`config.mk`:
```
export PLATFORM = sky130hd
export DESIGN_NAME = decode_stage
export DESIGN_NICKNAME = d
export VERILOG_FILES = /design/src/rtl/decode_stage_pkg.sv /design/src/rtl/decode_stage_decoder.sv /design/src/rtl/decode_stage.sv
export SDC_FILE = /design/constraint.sdc
export NUM_CORES = 1
export LEC_CHECK = 0
export ABC_AREA = 1
export BUFFER_PORTS_ARGS = -buffer_cell sky130_fd_sc_hd__buf_2
export CORE_ASPECT_RATIO = 1.25
export CORE_MARGIN = 4
export CORE_UTILIZATION = 40
export DETAILED_ROUTE_END_ITERATION = 10
export HOLD_SLACK_MARGIN = 0.06
export PLACE_DENSITY_LB_ADDON = 0.08
export SLEW_MARGIN = 25
export SYNTH_ARGS = -nofsm -noshare
export SYNTH_HDL_FRONTEND = slang
export SYNTH_SLANG_ARGS = --single-unit
```
`constraint.sdc`:
```
create_clock -name clk -period 5.6 [get_ports clk]
set_input_delay 0.56 -clock clk [delete_from_list [all_inputs] [get_ports clk]]
set_output_delay 0.56 -clock clk [all_outputs]
set_load 0.02 [all_outputs]
```
`src/rtl/decode_stage_pkg.sv`:
```
// Shared decode definitions for the RV32I decode stage.
// Contents:
//   decoded_instr_t : decoded fields handed from decode to the ALU
//   OPC_*           : base opcodes recognised by the decoder
//   imm_i_sext      : sign-extends an I-type immediate
package decode_stage_pkg;

    localparam logic [6:0] OPC_OP     = 7'b0110011;
    localparam logic [6:0] OPC_OP_IMM = 7'b0010011;
    localparam logic [6:0] OPC_LUI    = 7'b0110111;
    localparam logic [6:0] OPC_AUIPC  = 7'b0010111;
    localparam logic [6:0] OPC_JAL    = 7'b1101111;
    localparam logic [6:0] OPC_JALR   = 7'b1100111;
    localparam logic [6:0] OPC_LOAD   = 7'b0000011;

    localparam logic [6:0] FUNC7_BASE = 7'h00;
    localparam logic [6:0] FUNC7_ALT  = 7'h20;

    typedef struct packed {
        logic [6:0]  opcode;
        logic [4:0]  rd;
        logic [4:0]  rs1;
        logic [4:0]  rs2;
        logic [2:0]  func3;
        logic [6:0]  func7;
        logic [31:0] imm_i;
        logic        is_r;
        logic        reg_write;
        logic        illegal;
    } decoded_instr_t;

    function automatic logic [31:0] imm_i_sext(input logic [11:0] imm);
        return {{20{imm[11]}}, imm};
    endfunction

endpackage

```
`src/rtl/decode_stage_decoder.sv`:
```
// instr_decoder: purely combinational RV32I field decoder.
// Ports:
//   instr : raw 32-bit instruction word
//   dec   : decoded fields, legality and register-write flag
module instr_decoder
    import decode_stage_pkg::*;
(
    input  logic [31:0]    instr,
    output decoded_instr_t dec
);

    logic       bad;
    logic       f7_ok;
    logic       is_shift;
    logic [6:0] f7;
    logic [2:0] f3;

    assign f7       = instr[31:25];
    assign f3       = instr[14:12];
    assign f7_ok    = (f7 == FUNC7_BASE) || (f7 == FUNC7_ALT);
    // func3 001 (SLLI) and 101 (SRLI/SRAI) carry a shamt, not an immediate
    assign is_shift = (instr[13:12] == 2'b01);

    always_comb begin
        dec        = '0;
        bad        = 1'b0;
        dec.opcode = instr[6:0];
        dec.rd     = instr[11:7];
        dec.func3  = f3;
        dec.rs1    = instr[19:15];
        dec.rs2    = instr[24:20];

        case (instr[6:0])
            OPC_OP: begin
                dec.is_r  = 1'b1;
                dec.func7 = f7;
                bad       = !f7_ok || ((f7 == FUNC7_ALT) && !((f3 == 3'b000) || (f3 == 3'b101)));
            end
            OPC_OP_IMM: begin
                if (is_shift) begin
                    dec.func7 = f7;
                    dec.imm_i = {27'b0, instr[24:20]};
                    bad       = !f7_ok || ((f7 == FUNC7_ALT) && (f3 == 3'b001));
                end else begin
                    // func7 stays zero so a negative immediate never looks like SUB/SRA
                    dec.imm_i = imm_i_sext(instr[31:20]);
                end
            end
            OPC_LOAD, OPC_JALR: begin
                dec.imm_i = imm_i_sext(instr[31:20]);
            end
            OPC_LUI, OPC_AUIPC, OPC_JAL: begin
                bad = 1'b0;
            end
            default: begin
                bad = 1'b1;
            end
        endcase

        if (instr[1:0] != 2'b11) begin
            bad = 1'b1;
        end

        dec.illegal   = bad;
        dec.reg_write = !bad && (instr[11:7] != 5'd0);
    end

endmodule

```
`src/rtl/decode_stage.sv`:
```
// decode_stage: RV32I decode with a registered, two-entry skid-buffered output.
// Ports:
//   clk, rst            : clock, asynchronous active-high reset
//   in_valid/in_ready   : fetch-side handshake; in_instr/in_pc payload
//   flush               : drop everything held plus any same-cycle input
//   out_valid/out_ready : execute-side handshake; out_instr/out_pc payload
//
// state | meaning
// EMPTY | nothing held
// ONE   | output register valid, skid register empty
// FULL  | output and skid registers both valid, input blocked
module decode_stage
    import decode_stage_pkg::*;
(
    input  logic           clk,
    input  logic           rst,
    input  logic           in_valid,
    output logic           in_ready,
    input  logic [31:0]    in_instr,
    input  logic [31:0]    in_pc,
    input  logic           flush,
    output logic           out_valid,
    input  logic           out_ready,
    output decoded_instr_t out_instr,
    output logic [31:0]    out_pc
);

    typedef enum logic [1:0] {
        EMPTY = 2'd0,
        ONE   = 2'd1,
        FULL  = 2'd2
    } buf_state_t;

    buf_state_t     state;
    buf_state_t     state_next;

    decoded_instr_t dec;
    decoded_instr_t skid_instr;
    logic [31:0]    skid_pc;

    logic           in_fire;
    logic           out_fire;
    logic           load_out_from_in;
    logic           load_out_from_skid;
    logic           load_skid;

    instr_decoder u_decoder (
        .instr (in_instr),
        .dec   (dec)
    );

    // in_ready depends only on state (and reset), never on out_ready
    assign in_fire  = in_valid && in_ready;
    assign out_fire = out_valid && out_ready;

    always_ff @(posedge clk or posedge rst) begin
        if (rst) begin
            state <= EMPTY;
        end else begin
            state <= state_next;
        end
    end

    always_comb begin
        state_next = state;
        if (flush) begin
            state_next = EMPTY;
        end else begin
            case (state)
                EMPTY: if (in_fire) state_next = ONE;
                ONE: begin
                    if (in_fire && !out_fire) begin
                        state_next = FULL;
                    end else if (!in_fire && out_fire) begin
                        state_next = EMPTY;
                    end
                end
                FULL: if (out_fire) state_next = ONE;
                default: state_next = EMPTY;
            endcase
        end
    end

    always_comb begin
        in_ready           = (state != FULL) && !rst;
        out_valid          = (state != EMPTY);
        load_out_from_in   = 1'b0;
        load_out_from_skid = 1'b0;
        load_skid          = 1'b0;
        if (!flush) begin
            case (state)
                EMPTY: load_out_from_in = in_fire;
                ONE: begin
                    // draining output plus new input: bypass the skid register
                    load_out_from_in = in_fire && out_fire;
                    load_skid        = in_fire && !out_fire;
                end
                FULL: load_out_from_skid = out_fire;
                default: ;
            endcase
        end
    end

    always_ff @(posedge clk or posedge rst) begin
        if (rst) begin
            out_instr  <= '0;
            out_pc     <= '0;
            skid_instr <= '0;
            skid_pc    <= '0;
        end else begin
            if (load_out_from_in) begin
                out_instr <= dec;
                out_pc    <= in_pc;
            end else if (load_out_from_skid) begin
                out_instr <= skid_instr;
                out_pc    <= skid_pc;
            end
            if (load_skid) begin
                skid_instr <= dec;
                skid_pc    <= in_pc;
            end
        end
    end

endmodule

```
==> results of run 1 <==
## kinds of logic (layout without fill, tap and decap cells)
kind of cell,Yosys count,count (layout)
buffers and inverters,106,250
flip-flops,160,160
AO/OA/AOI/OAI,120,120
AND/OR/NAND/NOR,406,406
## registers in the layout, summed over array words and instances (netlist names)
register and cells:
out_instr 47, skid_instr 47, out_pc 32, skid_pc 32, state 2
## per-layer routing
layer / part of all wire, % / global-route usage, %
met1: 44 / 23.8
met3: 6.6 / 6.35
met2: 48 / 30.3
met5: 0.045 / 0
met4: 1.1 / 5.16
## power by group through the flow
stage                     Combinational, mW  Clock [mW]  Sequential (mW)
after floorplan                       0.311           0             1.73
after global routing                  0.766        1.38             1.62
after global placement                0.671           0             1.60
after CTS                             0.686        1.34             1.59
after detailed placement              0.685           0             1.60
final                                 0.673        1.31             1.59
## cell usage in the layout (no fill, tap or decap)
cell type,count
buf_4,5
clkbuf_16,17
inv_6,5
a21oi_1,7
inv_4,1
nand2_1,340
nor2_4,1
bufinv_16,5
nor2_1,31
clkbuf_8,1
a22oi_1,53
nor4_1,1
o211ai_1,19
nand3_1,24
nor3_4,1
o21ai_1,12
nand2_2,2
inv_1,38
nand4_1,3
nand2_4,1
buf_2,169
inv_2,4
o21ai_0,29
dfrtp_1,160
clkinv_4,5
nor3_1,2
## how the worst min path moves through the flow
stage | from | to | slack (ps)
floorplan | skid_instr[0] | skid_instr[0] | 450
global placement | out_instr[61] | out_instr[61] | 460
detailed placement | out_instr[49] | out_instr[49] | 460
finish | rst | out_instr[43] | 310
CTS | in_pc[4] | skid_pc[4] | 330
global route | in_pc[21] | skid_pc[21] | 330
## worst max-delay path, stage by stage
cell and delay (ps):
buf_2 120, inv_6 220, nand3_1 250, inv_2 80
nand2_2 270, inv_2 90, nor2_4 650, buf_4 580
nand2_1 130, nand2_1 80, inv_1 40, nand2_1 50
## area by class of cell
cell class / instances / share of cell area (%)
clock inverter: 14 / 2.73
multi-input combinational: 526 / 28.4
timing repair buffer: 174 / 10.5
clock buffer: 18 / 5.24
sequential: 160 / 47.8
inverter: 44 / 2.06
tap: 220 / 3.28
## stage by stage
| step | power, mW | setup slack, ps | util, % |
|---|---|---|---|
| detailed placement | 2.29 | 2220 | 45.6 |
| global route | 3.77 | 2490 | 49.6 |
| floorplan | 2.04 | 369 | - |
| finish | 3.57 | 2800 | 49.6 |
| global placement | 2.28 | 2300 | 45.6 |
| CTS | 3.61 | 2680 | 49.6 |
==> impl_metrics.env, run 1 <==
export IMPL_holdWs_ps=313
export IMPL_synth_simple_area_share_pct=23.0
export IMPL_cts_buffers=17
export IMPL_place_hpwl_um=11300
export IMPL_postRouteAntennaNets=0
export IMPL_critPathLaunchType="input pin"
export IMPL_end_kind="flop"
export IMPL_grt_pass1_wl_um=29400
export IMPL_hold_violations=0
export IMPL_cp_data_required_time_ps=5960
export IMPL_outcome="complete, no violations"
export IMPL_htree_num_levels=4
export IMPL_synthAdderAreaFrac_pct=0
export IMPL_synthArstFlopShare_pct=100
export IMPL_synth_distinct_cells=21
export IMPL_first_iter_violations=402
export IMPL_synth_top_area_share_pct=57.8
export IMPL_dpl_cell_count=1124
export IMPL_start_util_pct=41.0
export IMPL_dr_pass1_iters=7
export IMPL_synth_xor_xnor_area_share_pct=0
export IMPL_cts_resized=0
export IMPL_synth_seq_cells=160
export IMPL_synth_area_sq_mm=0.00693
export IMPL_fin_area_sq_mm=0.00838
export IMPL_dieArea_sq_mm=0.0195
export IMPL_drv_slew=0
export IMPL_seq_area_frac_synth_pct=57.8
export IMPL_fin_tns_setup_ps=0
export IMPL_postCtsSetupRepairBufs=0
export IMPL_switching_share_pct=30.1
export IMPL_vias=5661
export IMPL_die_w_um=126
export IMPL_rrSetupSlack_ps=2840
export IMPL_period_share_pct=50.0
export IMPL_cts_root_buf="clkbuf_16"
export IMPL_ios=170
export IMPL_antenna_found_initial=1
export IMPL_seq_power_share_pct=44.5
export IMPL_period_needed_ps=2800
export IMPL_yosys_top_cells_count="341 x nand2_1, 160 x dfrtp_1, 53 x a22oi_1, 39 x inv_1, 31 x nor2_1"
export IMPL_nFillCells=1674
export IMPL_synth_edf_count=0
export IMPL_placed_cell_area_sq_mm=0.00771
export IMPL_critical_path_arrival_ps=3160
export IMPL_wire_per_inst_um=15.4
export IMPL_syn_avg_cell_area_sq_um=8.75
export IMPL_synthMuxAreaShare_pct=0
export IMPL_finalClockSkew_ps=8.17
export IMPL_yosysWarnings=0
export IMPL_cts_tree="yes"
export IMPL_power_leakage_nw=4.59
export IMPL_ir_worst_vdd_mv=0.219
export IMPL_internal_power_mw=2.49
export IMPL_grt_usage_pct=18.6
export IMPL_hold_class="in2async"
export IMPL_p_clk_share_pct=36.6
export IMPL_synth_compound_area_share_pct=11.3
export IMPL_drc_errors=0
export IMPL_syn_inst=792
export IMPL_holdBufCountCts=0
export IMPL_final_seq_area_sq_mm=0.00400
export IMPL_share_comb_of_total_power_pct=18.9
export IMPL_layout_cells_non_filler=1156
export IMPL_nets=992
export IMPL_grt_overflow_total=0
export IMPL_fp_dieH_um=155
export IMPL_reg2reg_from="state[1]"
export IMPL_place_congestion=0.748
export IMPL_synthToLayoutAreaGrowth_pct=21.0
export IMPL_yosys_top_cells_area="dfrtp_1 58%, nand2_1 18%, a22oi_1 5.7%"
export IMPL_insertion_delay_ps=420
export IMPL_synth_top_family_by_area="simple AND/OR/NAND/NOR gates"
export IMPL_syn_num_nets=861
export IMPL_totalWireLength_um=17800
export IMPL_coreArea_sq_mm=0.0169
export IMPL_crit_start="rst"
export IMPL_synth_most_common_cell="nand2_1"
export IMPL_multi_input_area_sq_mm=0.00238
export IMPL_path_clk_slew_ps=60
export IMPL_p_sw_mw=1.07
export IMPL_crit_type="in2reg"
export IMPL_endpoint="out_instr[0]"
export IMPL_power_density_mw_per_mm2=425
export IMPL_first_global_vias=5698
export IMPL_tightest_slew_ps=1110
export IMPL_drv_cap=0
export IMPL_maxSlewHeadroom_pct=25.3
export IMPL_setup_viol=0
export IMPL_yosysTopAreaCell="dfrtp_1"
export IMPL_final_layout_size_suffix_gt1_share_pct=23.2
export IMPL_io_buffers=169
export IMPL_cp_max_fo=95
export IMPL_rows=53
export IMPL_clock_fmax_mhz=357
export IMPL_r2r_end="out_instr[0]"
export IMPL_rsz0062_at_grt="no"
export IMPL_r2r_cells=11
export IMPL_cts_buffer_depth=2
export IMPL_cts_sinks=160
export IMPL_n_antenna_cell=0
export IMPL_vias_per_cell=4.90
export IMPL_grt_max_degree=96
export IMPL_yosys_most_used_dff="dfrtp_1"
Power figures use the tool's default switching activity.
==> inputs of run 2 (changes only) <==
==> constraint.sdc (replaced) <==
create_clock -name clk -period 2.42 [get_ports clk]
set_input_delay 0.242 -clock clk [delete_from_list [all_inputs] [get_ports clk]]
set_output_delay 0.242 -clock clk [all_outputs]
set_load 0.02 [all_outputs]
==> impl_metrics.env, run 2 (synthesis gave the netlist of run 1 again) <==
export IMPL_fp_dieH_um=155
export IMPL_die_w_um=126
export IMPL_grt_pass1_wl_um=29200
export IMPL_finalClockSkew_ps=14.1
export IMPL_dieArea_sq_mm=0.0195
export IMPL_final_layout_size_suffix_gt1_share_pct=22.6
export IMPL_antenna_found_initial=1
export IMPL_drc_errors=0
export IMPL_grt_usage_pct=18.5
export IMPL_drv_cap=0
export IMPL_place_hpwl_um=11200
export IMPL_setup_viol=0
export IMPL_fin_ws_ps=465
export IMPL_critPathLaunchType="flop"
export IMPL_top_regs="out_instr: 47 flops, skid_instr: 47 flops"
export IMPL_crit_type="reg2reg"
export IMPL_rsz0062_at_grt="no"
export IMPL_r2r_cells=6
export IMPL_rows=53
export IMPL_max_stage_delay_ps=470
export IMPL_ir_worst_vdd_mv=0.422
export IMPL_insertion_delay_ps=420
export IMPL_maxSlewHeadroom_pct=41.7
export IMPL_cts_root_buf="clkbuf_16"
export IMPL_cp_data_required_time_ps=2750
export IMPL_first_global_vias=5778
export IMPL_r2r_end="skid_instr[4]"
export IMPL_io_buffers=169
export IMPL_cts_resized=0
export IMPL_final_seq_area_sq_mm=0.00400
export IMPL_grt_overflow_total=0
export IMPL_vias=5788
export IMPL_clock_fmax_mhz=511
export IMPL_cts_tree="yes"
export IMPL_hold_violations=0
export IMPL_outcome="complete, no violations"
export IMPL_postCtsSetupRepairBufs=0
export IMPL_ios=170
export IMPL_cp_cell_sequence="nor4_1 > nand2_4 > inv_2 > buf_4 > nand3_1 > o21ai_1"
export IMPL_period_needed_ps=1960
export IMPL_slowest_stage="nor4_1"
export IMPL_power_leakage_nw=4.79
export IMPL_cp_max_fo=37
export IMPL_hold_start="in_instr[3]"
export IMPL_postRouteAntennaNets=0
export IMPL_cts_buffers=17
export IMPL_final_cell_mix="340 x nand2_1, 169 x buf_2, 160 x dfrtp_1"
export IMPL_coreArea_sq_mm=0.0169
export IMPL_dpl_worst_slack_ps=476
export IMPL_period_share_pct=80.8
export IMPL_multi_input_area_sq_mm=0.00238
export IMPL_reg2reg_from="state[1]"
export IMPL_dr_pass1_iters=4
export IMPL_wire_per_inst_um=14.9
export IMPL_nFillCells=1597
export IMPL_vias_per_cell=4.80
export IMPL_place_congestion=0.751
export IMPL_start_util_pct=41.0
export IMPL_power_density_mw_per_mm2=916
export IMPL_path_clk_slew_ps=60
export IMPL_cts_sinks=160
export IMPL_htree_num_levels=4
export IMPL_end_kind="flop"
export IMPL_whs_path_depth=3
export IMPL_hold_class="in2reg"
export IMPL_drv_slew=0
export IMPL_min_to="out_instr[63]"
export IMPL_grt_max_degree=161
export IMPL_cts_buffer_depth=2
export IMPL_synthToLayoutAreaGrowth_pct=27.6
export IMPL_first_iter_violations=422
export IMPL_n_antenna_cell=0
export IMPL_totalWireLength_um=17900
export IMPL_tightest_slew_ps=874
export IMPL_layout_commonest_cell="nand2_1"
export IMPL_rrSetupSlack_ps=460
export IMPL_critical_path_arrival_ps=2290
export IMPL_nets=1044
export IMPL_fin_util_pct=52.3
run 2: area by class of cell:
class / instances / area share (%)
clock inverters: 12 / 1.88
multi-input cells: 526 / 26.9
well taps: 220 / 3.11
inverters: 44 / 1.91
flip-flops and latches: 160 / 45.3
clock buffers: 19 / 5.01
repair buffers: 226 / 15.9
run 2: power by group:
group          switching [mW]  internal (mW)  total [mW]
clock                    1.06           1.74        2.80
sequential              0.344           3.34        3.68
combinational            1.02          0.606        1.62
total                    2.42           5.68        8.10
run 2: timing repair:
action	CTS	global route
hold buffers	44	0
endpoints found under the setup margin	0	0
endpoints found under the hold margin	76	0
run 2: worst max-delay path by stage:
| stage | cells past startpoint | from | end | slack (ps) |
|---|---|---|---|---|
| after floorplan | 10 | rst | out_instr[56] | -1360 |
| after global placement | 5 | state[1] | skid_instr[65] | 550 |
| after detailed placement | 6 | state[1] | skid_instr[13] | 480 |
| after CTS | 6 | state[1] | skid_instr[13] | 470 |
| after global routing | 6 | state[1] | skid_instr[12] | 220 |
| final | 6 | state[1] | skid_instr[4] | 460 |
run 2: stage by stage:
stage               instance area [sq um]  instances  setup TNS, ps  total power, mW  hold slack [ps]
global route                         8850       1207              0             8.59             82.2
global placement                     7800       1132              0             5.28              457
CTS                                  8850       1207              0             8.21             65.4
floorplan                            6960        792        -208790             4.72              352
finish                               8850       1207              0             8.10             85.3
detailed placement                   7800       1132              0             5.31              457
run 2: metal layers:
metal,wire length [um],GRT usage [%],up-vias
li1,-,-,2895
met4,121,5.16,2
met2,8570,30.3,169
met1,8100,24.4,2714
met5,7,0,-
met3,1120,5.01,8
run 2: worst max-delay path: cells and delay by family (launching register included):
| family | cells | cell delay [ps] |
|---|---|---|
| compound gates | 1 | 110 |
| buf+inv | 2 | 450 |
| flops | 1 | 460 |
| simple gates | 3 | 820 |
